--- src/rtl/uart8n1_rx.sv ---
// uart8n1_rx: 8N1 UART receiver with a first-word-fall-through receive FIFO.
// Latency: rxempty falls 3 + (divp>>1) + 9*(divp+1) clks after the first posedge that sees rxd low.
// Backpressure: none on the line side; a good byte arriving while the FIFO is full (and not popped) is dropped with an overrun pulse.
//
// Ports:
//   clk, rst   system clock, synchronous active-high reset
//   rxd        asynchronous serial input, idle high
//   divp       bit period minus one, in clk cycles (>= 3)
//   rxen       pop request for the FIFO head (ignored while rxempty)
//   dat        FIFO head byte, valid while rxempty is low
//   rxfull     FIFO holds FIFO_DEPTH bytes
//   rxempty    FIFO holds no bytes
//   frame_err  one-clk pulse when the stop bit is sampled low
//   overrun    one-clk pulse when a good byte is dropped on a full FIFO

module uart8n1_rx #(
  parameter int FIFO_DEPTH = 16,
  parameter int AW         = 4
) (
  input  logic        clk,
  input  logic        rst,
  input  logic        rxd,
  input  logic [15:0] divp,
  input  logic        rxen,
  output logic [7:0]  dat,
  output logic        rxfull,
  output logic        rxempty,
  output logic        frame_err,
  output logic        overrun
);

  typedef enum logic [2:0] {
    ST_IDLE  = 3'd0,
    ST_START = 3'd1,
    ST_DATA  = 3'd2,
    ST_STOP  = 3'd3,
    ST_BREAK = 3'd4
  } state_t;

  // ---------------------------------------------------------------
  // Input synchronizer (reset to the idle line level)
  // ---------------------------------------------------------------
  logic sync1_q, sync2_q;
  logic rxs;

  always_ff @(posedge clk) begin
    if (rst) begin
      sync1_q <= 1'b1;
      sync2_q <= 1'b1;
    end else begin
      sync1_q <= rxd;
      sync2_q <= sync1_q;
    end
  end

  assign rxs = sync2_q;

  // ---------------------------------------------------------------
  // Receive FSM
  // ---------------------------------------------------------------
  state_t      state_q, state_d;
  logic [15:0] divcnt_q, divcnt_d;
  logic [2:0]  bitidx_q, bitidx_d;
  logic [7:0]  shreg_q, shreg_d;
  logic        frame_err_q, frame_err_d;
  logic        push;
  logic [15:0] half;

  assign half = {1'b0, divp[15:1]};

  // Sample points use >= rather than == so that a divp reduced mid-frame
  // below the current count still terminates the bit instead of waiting
  // for a 16-bit wrap.
  always_comb begin
    state_d     = state_q;
    divcnt_d    = divcnt_q;
    bitidx_d    = bitidx_q;
    shreg_d     = shreg_q;
    frame_err_d = 1'b0;
    push        = 1'b0;

    case (state_q)
      ST_IDLE: begin
        if (!rxs) begin
          state_d  = ST_START;
          divcnt_d = 16'd0;
        end
      end

      ST_START: begin
        if (divcnt_q >= half) begin
          divcnt_d = 16'd0;
          bitidx_d = 3'd0;
          // A start bit that is high again at mid-bit was a glitch.
          state_d  = rxs ? ST_IDLE : ST_DATA;
        end else begin
          divcnt_d = divcnt_q + 16'd1;
        end
      end

      ST_DATA: begin
        if (divcnt_q >= divp) begin
          divcnt_d          = 16'd0;
          shreg_d[bitidx_q] = rxs;
          if (bitidx_q == 3'd7) begin
            state_d = ST_STOP;
          end else begin
            bitidx_d = bitidx_q + 3'd1;
          end
        end else begin
          divcnt_d = divcnt_q + 16'd1;
        end
      end

      ST_STOP: begin
        if (divcnt_q >= divp) begin
          divcnt_d = 16'd0;
          if (rxs) begin
            // Return to IDLE at mid stop bit so the next start edge is
            // caught even with some baud mismatch.
            push    = 1'b1;
            state_d = ST_IDLE;
          end else begin
            frame_err_d = 1'b1;
            state_d     = ST_BREAK;
          end
        end else begin
          divcnt_d = divcnt_q + 16'd1;
        end
      end

      ST_BREAK: begin
        // A held-low line is not a new start bit; wait for idle first.
        if (rxs) begin
          state_d = ST_IDLE;
        end
      end

      default: begin
        state_d = ST_IDLE;
      end
    endcase
  end

  always_ff @(posedge clk) begin
    if (rst) begin
      state_q     <= ST_IDLE;
      divcnt_q    <= 16'd0;
      bitidx_q    <= 3'd0;
      shreg_q     <= 8'h00;
      frame_err_q <= 1'b0;
    end else begin
      state_q     <= state_d;
      divcnt_q    <= divcnt_d;
      bitidx_q    <= bitidx_d;
      shreg_q     <= shreg_d;
      frame_err_q <= frame_err_d;
    end
  end

  assign frame_err = frame_err_q;

  // ---------------------------------------------------------------
  // Receive FIFO, first-word-fall-through with a registered head
  // ---------------------------------------------------------------
  logic [7:0]    mem [FIFO_DEPTH];
  logic [AW-1:0] wr_ptr_q, wr_ptr_d;
  logic [AW-1:0] rd_ptr_q, rd_ptr_d;
  logic [AW-1:0] rd_nxt;
  logic [AW:0]   count_q, count_d;
  logic [7:0]    dat_q, dat_d;
  logic          overrun_q, overrun_d;
  logic          fifo_empty, fifo_full;
  logic          pop_ok, push_ok;

  assign fifo_empty = (count_q == '0);
  assign fifo_full  = (count_q == (AW+1)'(FIFO_DEPTH));
  assign pop_ok     = rxen & ~fifo_empty;
  // A pop in the same cycle frees the slot, so a full FIFO still accepts.
  assign push_ok    = push & (~fifo_full | pop_ok);
  assign rd_nxt     = rd_ptr_q + AW'(1);

  always_comb begin
    wr_ptr_d  = wr_ptr_q;
    rd_ptr_d  = rd_ptr_q;
    count_d   = count_q;
    dat_d     = dat_q;
    overrun_d = push & fifo_full & ~pop_ok;

    if (push_ok) begin
      wr_ptr_d = wr_ptr_q + AW'(1);
    end
    if (pop_ok) begin
      rd_ptr_d = rd_nxt;
    end

    case ({push_ok, pop_ok})
      2'b10:   count_d = count_q + (AW+1)'(1);
      2'b01:   count_d = count_q - (AW+1)'(1);
      default: count_d = count_q;
    endcase

    // The head register must track what the head will be after this edge:
    // the incoming byte when it becomes the only entry, otherwise the next
    // stored entry on a pop. On a full push+pop the write lands on the slot
    // being vacated, so mem[rd_nxt] is still the old second entry.
    if (push_ok && (fifo_empty || (pop_ok && count_q == (AW+1)'(1)))) begin
      dat_d = shreg_q;
    end else if (pop_ok && count_q > (AW+1)'(1)) begin
      dat_d = mem[rd_nxt];
    end
  end

  always_ff @(posedge clk) begin
    if (!rst && push_ok) begin
      mem[wr_ptr_q] <= shreg_q;
    end
  end

  always_ff @(posedge clk) begin
    if (rst) begin
      wr_ptr_q  <= '0;
      rd_ptr_q  <= '0;
      count_q   <= '0;
      dat_q     <= 8'h00;
      overrun_q <= 1'b0;
    end else begin
      wr_ptr_q  <= wr_ptr_d;
      rd_ptr_q  <= rd_ptr_d;
      count_q   <= count_d;
      dat_q     <= dat_d;
      overrun_q <= overrun_d;
    end
  end

  assign dat     = dat_q;
  assign rxfull  = fifo_full;
  assign rxempty = fifo_empty;
  assign overrun = overrun_q;

endmodule

--- config.mk ---
export PLATFORM = sky130hd
export DESIGN_NAME = uart8n1_rx
export DESIGN_NICKNAME = d
export VERILOG_FILES = /design/src/rtl/uart8n1_rx.sv
export SDC_FILE = /design/constraint.sdc
export NUM_CORES = 1
export LEC_CHECK = 0
export BUFFER_PORTS_ARGS = -buffer_cell sky130_fd_sc_hd__buf_2
export CAP_MARGIN = 0
export CORE_MARGIN = 2
export CORE_UTILIZATION = 35
export DETAILED_ROUTE_END_ITERATION = 16
export PLACE_DENSITY = 0.47
export SLEW_MARGIN = 20
export SYNTH_ARGS = -nofsm -noshare
export SYNTH_HDL_FRONTEND = slang
export SYNTH_SLANG_ARGS = --single-unit
--- constraint.sdc ---
create_clock -name clk -period 3.5 [get_ports clk]
set_input_delay 0.525 -clock clk [delete_from_list [all_inputs] [get_ports clk]]
set_output_delay 0.525 -clock clk [all_outputs]
set_load 0.01 [all_outputs]
-- Yosys cells after proc, flatten, opt, wreduce, memory -nomap -nowiden
Memories as Yosys holds them, arrays and structs flattened.
Cells that the tools add are included.
- memories: 1
- bits in writable memories: 128
- output and inout port bits: 12
- register bits: 55
- bits of input ports: 20
- word-level logic and storage cells: 98
- $lt $le $gt $ge: 5
- equal/unequal tests: 16
- add/sub/neg operators: 6
- mux-type cells: 29
- reduce and logical (&&, ||, !) cells: 19
- bitwise operators: 10
- memories (name ; words ; bits a word ; read ports ; clocked after Yosys merged registers in ; write ports ; line ; RTL):
    mem ; 16 ; 8 ; 1 ; 0 ; 1 ; 166 ; logic [7:0] mem [FIFO_DEPTH];
- operators with widths (cell ; number):
    $mux 16 ; 3
    $pmux 16 s3 ; 1
    $mux 3 ; 10
    $add 16x1->16 const B ; 1
    $ge 16x15->1 ; 1
    $ge 16x16->1 ; 1
    $mux 8 ; 2
    $pmux 3 s5 ; 1
    $ne 2x2->1 const B ; 7
    $pmux 5 s2 ; 1
    $add 4x1->4 const B ; 2
    $bwmux 8 ; 1
    $mux 1 ; 7
    $eq 3x2->1 const B ; 2
    $eq 3x3->1 const B ; 2
    $pmux 3 s2 ; 1
    $reduce_and 6->1 ; 1
    $reduce_bool 2->1 ; 3
    $add 5x1->5 const B ; 1
    $eq 5x1->1 const B ; 1
    $eq 5x5->1 const B ; 1
    $gt 5x1->1 const B ; 1
    $logic_and 1x1->1 ; 5
    $logic_not 5->1 ; 1
    20 further kinds ; 28

-- Depth between registers and ports, before layout
Gate-level depths: netlist of the first run.
- depth after elaboration: 8
- depth in mapped cells: 11
- gate-level depth less buffers: 9

-- Worst setup path after synthesis of the first run
Ideal clock, no wire load.
- path type: input port to flip-flop
- start point: input divp[15]
- end point: memory mem[0][0] (enable)
- arrival: 2.675 ns
- path buffers: 1
- stages on the path: 9
- required time: 3.117 ns
- path slack: 0.442 ns
- setup time: 0.383 ns
- cells stage by stage: inv_1 -> ha_1 -> nand4_2 -> nor3_4 -> nand2_1 -> a31oi_4 -> buf_2 -> nand4b_1 -> nor3_1
- word-level cells in the longest chain between the ends: 7
- ends and longest elaborated chain (element ; line ; RTL):
    start, declared ; 23 ; input logic [15:0] divp,
    $ge 16x16->1 ; 116 ; if (divcnt_q >= divp) begin
    $mux 1 ; 116 ;
    $mux 1 ; 82 ; case (state_q)
    $and 1x1->1 ; 180 ; assign push_ok = push & (~fifo_full | pop_ok);
    $logic_and 1x1->1 ; 215 ; if (!rst && push_ok) begin
    $mux 1 ; 215 ;
    $mux 1 (not written as such) ; 216 ; mem[wr_ptr_q] <= shreg_q;
    end, declared ; 166 ;
Every way passes these cells.

-- Final worst setup path of the first run
- start point: register divcnt_q[13]
- end point: memory mem[0][4] (enable)
- word-level cells in the longest chain between the ends: 7
- ends and longest elaborated chain (element ; line ; RTL):
    start, declared ; 62 ; logic [15:0] divcnt_q, divcnt_d;
    start signal, assigned ; 154 ; divcnt_q <= divcnt_d;
    $ge 16x16->1 ; 116 ;
    $mux 1 ; 116 ;
    $mux 1 ; 82 ;
    $and 1x1->1 ; 180 ;
    $logic_and 1x1->1 ; 215 ;
    $mux 1 ; 215 ;
    $mux 1 (not written as such) ; 216 ;
Every way passes these cells.

==> results of run 1 <==
==> worst paths after layout <==
| check | slack (ps) | cells after the start | end | from |
|---|---|---|---|---|
| hold / removal | 280 | 2 | sync1_q | rxd |
| hold reg to reg | 420 | 1 | rxs | sync1_q |
| setup reg to reg | 690 | 8 | mem[0][4] | divcnt_q[13] |
| setup / recovery | 690 | 8 | mem[0][4] | divcnt_q[13] |
==> flip-flops by register name (all words and copies together) (netlist names) <==
name       cells
rxs            1
wr_ptr_q       4
mem          128
shreg_q        8
frame_err      1
count_q        5
overrun        1
state_q        3
sync1_q        1
rd_ptr_q       4
divcnt_q      16
dat            8
bitidx_q       3
==> area by class of cell <==
cell class | count | area (um2)
clock buffer | 19 | 464.2
sequential | 183 | 4946
multi-input combinational | 408 | 3286
fill | 2177 | 13920
clock inverter | 13 | 150.1
inverter | 28 | 105.1
timing repair buffer | 56 | 342.8
tap | 319 | 399.1
==> cells by family (layout without fill, tap and decap cells) <==
logic type	Yosys count	after routing	share of synthesized area [%]
AOI/OAI and AO/OA	116	116	9.130
xor gates and xnor gates	9	9	0.9291
adders and majority gates	42	42	6.195
buffers and inverters	57	116	3.068
DFF	183	183	58.29
muxes	52	52	10.87
and+or+nand+nor	189	189	11.52
==> layout by cell type, fill, tap and decap left out, drive strengths merged, types with 4 or more instances in the layout <==
master  count
nor3       14
o21ai      12
nand2      48
a31oi      14
buf        56
inv        36
nor2       43
dfxtp      55
or3         4
edfxtp    128
a211oi     14
a21oi      44
nor4        4
mux4       32
mux2i      19
nor2b      13
xnor2       5
nand2b      8
clkinv      4
or2         5
nand3      20
a22oi      10
and3        8
nand4b      6
ha         42
xor2        4
clkbuf     19
==> metal layers <==
metal	part of all wire [%]	GRT usage [%]	routed length, um
met5	0	0	0
met4	0.84	4.339	162
met3	2.7	2.909	521
met2	49	25.95	9482
met1	47	20.91	9024
==> stage by stage <==
| step | instances | area [um2] | worst slack (ps) | power (mW) | util (%) |
|---|---|---|---|---|---|
| floorplan | 648 | 8483 | 441.5 | 3.220 | - |
| global placement | 994 | 9079 | 488.4 | 3.525 | 38.45 |
| detailed placement | 994 | 9079 | 446.1 | 3.532 | 38.45 |
| CTS | 1026 | 9693 | 677.4 | 5.499 | 41.05 |
| global route | 1026 | 9693 | 427.2 | 5.672 | 41.05 |
| finish | 1026 | 9693 | 689.9 | 5.408 | 41.05 |
==> power breakdown <==
part / internal [mW] / leakage [nW] / switching, mW / total, mW
combinational: 0.477 / 1.57 / 0.583 / 1.06
sequential: 2.33 / 1.73 / 0.0541 / 2.39
clock: 1.08 / 0.305 / 0.884 / 1.96
==> critical path, delay by kind of cell, from the launching register on <==
kind	cells	cell delay, ps
flip-flops	1	390
AND/OR/NAND/NOR	5	1090
AO/OA/AOI/OAI	1	460
buffers and inverters	1	220
adder cells (fa/ha/maj)	1	340
==> impl_metrics.tcl, run 1 <==
set metrics [dict create \
    clockBufferDepth 2 \
    gp_congestion 0.7764 \
    holdCritPathClass "input pin to register" \
    cts_sinks 183 \
    routed_wl_um 19190 \
    hold_viol_final 0 \
    cts_buffers 17 \
    relSlewSlack_pct 34.58 \
    overflow 0 \
    drt_iter0_markers 401 \
    path_class "register to register" \
    post_cts_buffers 0 \
    crit_path_end_kind "register" \
    synthArstFlopShare_pct 0 \
    num_antenna_cells 0 \
    path_clk_slew_ps 80 \
    rows 56 \
    syn_area_mm2 0.008483 \
    track_usage_pct 15.59 \
    ant_nets 0 \
    worstMarginPinSlew_ps 981.4 \
    fin_nets 756 \
    worstSetupStartpointType "register" \
    numPortBuffers 31 \
    wire_per_inst_um 18.70 \
    synth_cell_types 62 \
    clk_latency_ps 430 \
    p_leak_nw 3.608 \
    synth.most_common_cell "edfxtp_1" \
    drt_pre_antenna_iters 5 \
    cts_hold_buf 0 \
    cp.arrival_ps 2940 \
    synth_nets 710 \
    antenna_found_initial 0 \
    yosys_warnings 0 \
    crit_required_ps 3630 \
    final.period_utilization_pct 80.29 \
    drc_errors 0 \
    p_per_area_mw_per_mm2 557.9 \
    grt_max_degree 49 \
    grt_pass1_vias 5420 \
    synth_ff_type "edfxtp_1" \
    cp_cell_sequence "ha_1, nand4_2, nor3_4, nand2_1, a31oi_4, nand4b_1, nor3_1, buf_4" \
    slowest_stage "a31oi_4" \
    die_y_um 159.7 \
    drive_gt1_share_pct 19.09 \
    setup_viol 0 \
    core_mm2 0.02361 \
    run_status "completed" \
    cap_viol_max_count 0 \
    areaGrowthSynthToFinish_pct 14.26 \
    cts-root-buf "clkbuf_16" \
    fin_tns_setup_ps 0 \
    max_freq_mhz 355.9 \
    synth_edf_count 128 \
    worst_path_largest_cell_delay_ps 460 \
    avgSynthCellArea_um2 13.09 \
    place_hpwl_um 13120 \
    cts_htree_levels 4 \
    fin_hold_ws_ps 282.5 \
    period_needed_ps 2810 \
    die_x_um 159.7 \
    seq_area_frac_synth_pct 58.29 \
    report.final.slew_viol_count 0 \
    synthCells 648 \
    ys_top_cells_by_count "edfxtp_1, dfxtp_1, nand2_1, a21oi_1, nor2_1" \
    ir_worst_vdd_uv 243.3 \
    drt-vias-per-instance 5.199 \
    io_pins 32 \
    cts_tree "done" \
    yosys.area.top_type "edfxtp_1" \
    synth_top_area_share_pct 45.31 \
    cts_resized 0 \
    finalClockSkew_ps 19.54 \
    grt_first_pass_wirelength_um 30470 \
    ys_seq_elements 183 \
    yosys-top-cells-area "edfxtp_1, dfxtp_1, mux4_2" \
    dieArea_mm2 0.02550 \
    vias 5334 \
    cp_max_fo 16 \
    initial_core_util_pct 35.93 \
    rsz0062_at_grt "no" \
]
Power figures use the tool's default switching activity.
==> run 2, diff against run 1 <==
Clock period 3.5 ns to 2.79 ns, I/O delays scaled along.
==> impl_metrics.tcl, run 2 (synthesized netlist as in run 1, its figures left out) <==
set metrics [dict create \
    final_common_cell "edfxtp_1" \
    dieArea_mm2 0.02550 \
    rows 56 \
    fin_hold_ws_ps 174.6 \
    drt_iter0_markers 459 \
    cts_tree "done" \
    cts_htree_levels 4 \
    met3_usage_pct 2.779 \
    largest_reg_flops 128 \
    path_delay_family "XOR/XNOR gates" \
    cp_max_fo 14 \
    slowest_stage "xnor2_2" \
    final_cell_mix "edfxtp_1, dfxtp_1, buf_4, nand2_1, a21oi_1" \
    path_class "register to register" \
    path_clk_slew_ps 70 \
    cts-root-buf "clkbuf_16" \
    final.period_utilization_pct 94.81 \
    vias 5427 \
    clk_latency_ps 440 \
    crit_buf_inv 1 \
    holdCritPathClass "input pin to register" \
    cp.arrival_ps 2940 \
    gr-usage-met1_pct 22.63 \
    crit_path_end_kind "register" \
    io_pins 32 \
    n_fill_cell 2198 \
    cp_cell_sequence "ha_1, xnor2_2, buf_4, nor2b_1, a211oi_1, a21oi_1, a22oi_1, a21oi_1" \
    die_y_um 159.7 \
    cts_sinks 183 \
    use_met2_pct 25.50 \
    place_hpwl_um 13980 \
    finalClockSkew_ps 16.25 \
    setup_viol 0 \
    relSlewSlack_pct 25.77 \
    routed_wl_um 19810 \
    numPortBuffers 31 \
    ant_nets 0 \
    core_mm2 0.02361 \
    areaGrowthSynthToFinish_pct 17.43 \
    cap_viol_max_count 0 \
    crit_required_ps 3090 \
    grt.busiest_layer "met2" \
    num_antenna_cells 0 \
    initial_core_util_pct 35.93 \
    path_common_cell "a21oi_1" \
    hold_viol_final 0 \
    worstSetupStartpointType "register" \
    post-place-ws_ps -45.39 \
    period_needed_ps 2645 \
    fin_tns_setup_ps 0 \
    p_per_area_mw_per_mm2 694.9 \
    drive_gt1_share_pct 22.93 \
    layout_setup_ws_ps 144.9 \
    track_usage_pct 16.06 \
    drt_pre_antenna_iters 5 \
    gp_congestion 0.8111 \
    antenna_found_initial 0 \
    overflow 0 \
    grt_pass1_vias 5544 \
    fin_nets 786 \
    grt_max_degree 35 \
    multi_input_area_mm2 0.003303 \
    drt-vias-per-instance 5.139 \
    p_leak_nw 3.781 \
    largest_registers "mem: 128 flops, divcnt_q: 16 flops" \
    top_register "mem" \
    max_freq_mhz 378.1 \
    worstMarginPinSlew_ps 1108 \
    cts_buffers 17 \
    worst_path_largest_cell_delay_ps 850 \
    report.final.slew_viol_count 0 \
    grt_first_pass_wirelength_um 31400 \
    regArea_mm2 0.004946 \
    wire_per_inst_um 18.76 \
    clockBufferDepth 2 \
    run_status "completed" \
    drc_errors 0 \
    ir_worst_vdd_uv 331.1 \
    die_x_um 159.7 \
]
## run 2: worst paths after layout
kind                from      end  slack (ps)  cells past startpoint
max          rd_ptr_q[1]   dat[4]         140                      8
min reg2reg      sync1_q      rxs         410                      1
max reg2reg  rd_ptr_q[1]   dat[4]         140                      8
min                  rxd  sync1_q         170                      2
## run 2: area by class of cell
type                            count  area share [%]
Tap cell                          319           4.007
Timing Repair Buffer               86           5.828
Clock buffer                       17           4.270
Multi-Input combinational cell    408           33.16
Inverter                           28           1.055
Sequential cell                   183           49.65
Clock inverter                     15           2.035
## run 2: repair_timing
item / 4_1_cts / 5_1_grt
hold endpoints to repair: 0 / 0
setup endpoints to repair: 0 / 40
resized for setup: 0 / 3
setup buffers: 0 / 1
hold buffers: 0 / 0
## run 2: per-stage QoR
step / cell area, um2 / power (mW) / utilization, % / instances
6_report: 9962 / 6.923 / 42.19 / 1056
3_3_place_gp: 9319 / 4.458 / 39.47 / 1023
4_1_cts: 9947 / 7.009 / 42.13 / 1055
5_1_grt: 9962 / 7.241 / 42.19 / 1056
3_5_place_dp: 9319 / 4.469 / 39.47 / 1023
2_1_floorplan: 8493 / 4.039 / - / 648
## run 2: worst register-to-register path: stages, from the launching register on
cell and delay (ps):
dfxtp_1 330, ha_1 230, xnor2_2 850, buf_4 330
nor2b_1 60, a211oi_1 350, a21oi_1 80, a22oi_1 190
a21oi_1 100
## run 2: routing by layer
layer,part of all wire (%),wire (um)
met1,48,9585
met5,0,0
met3,3.4,677
met2,47,9322
met4,1.1,224
## run 2: power breakdown
part / switching [mW] / total [mW] / internal, mW
registers: 0.0609 / 2.98 / 2.92
logic: 0.752 / 1.40 / 0.644
clock network: 1.16 / 2.54 / 1.38
total: 1.97 / 6.92 / 4.95
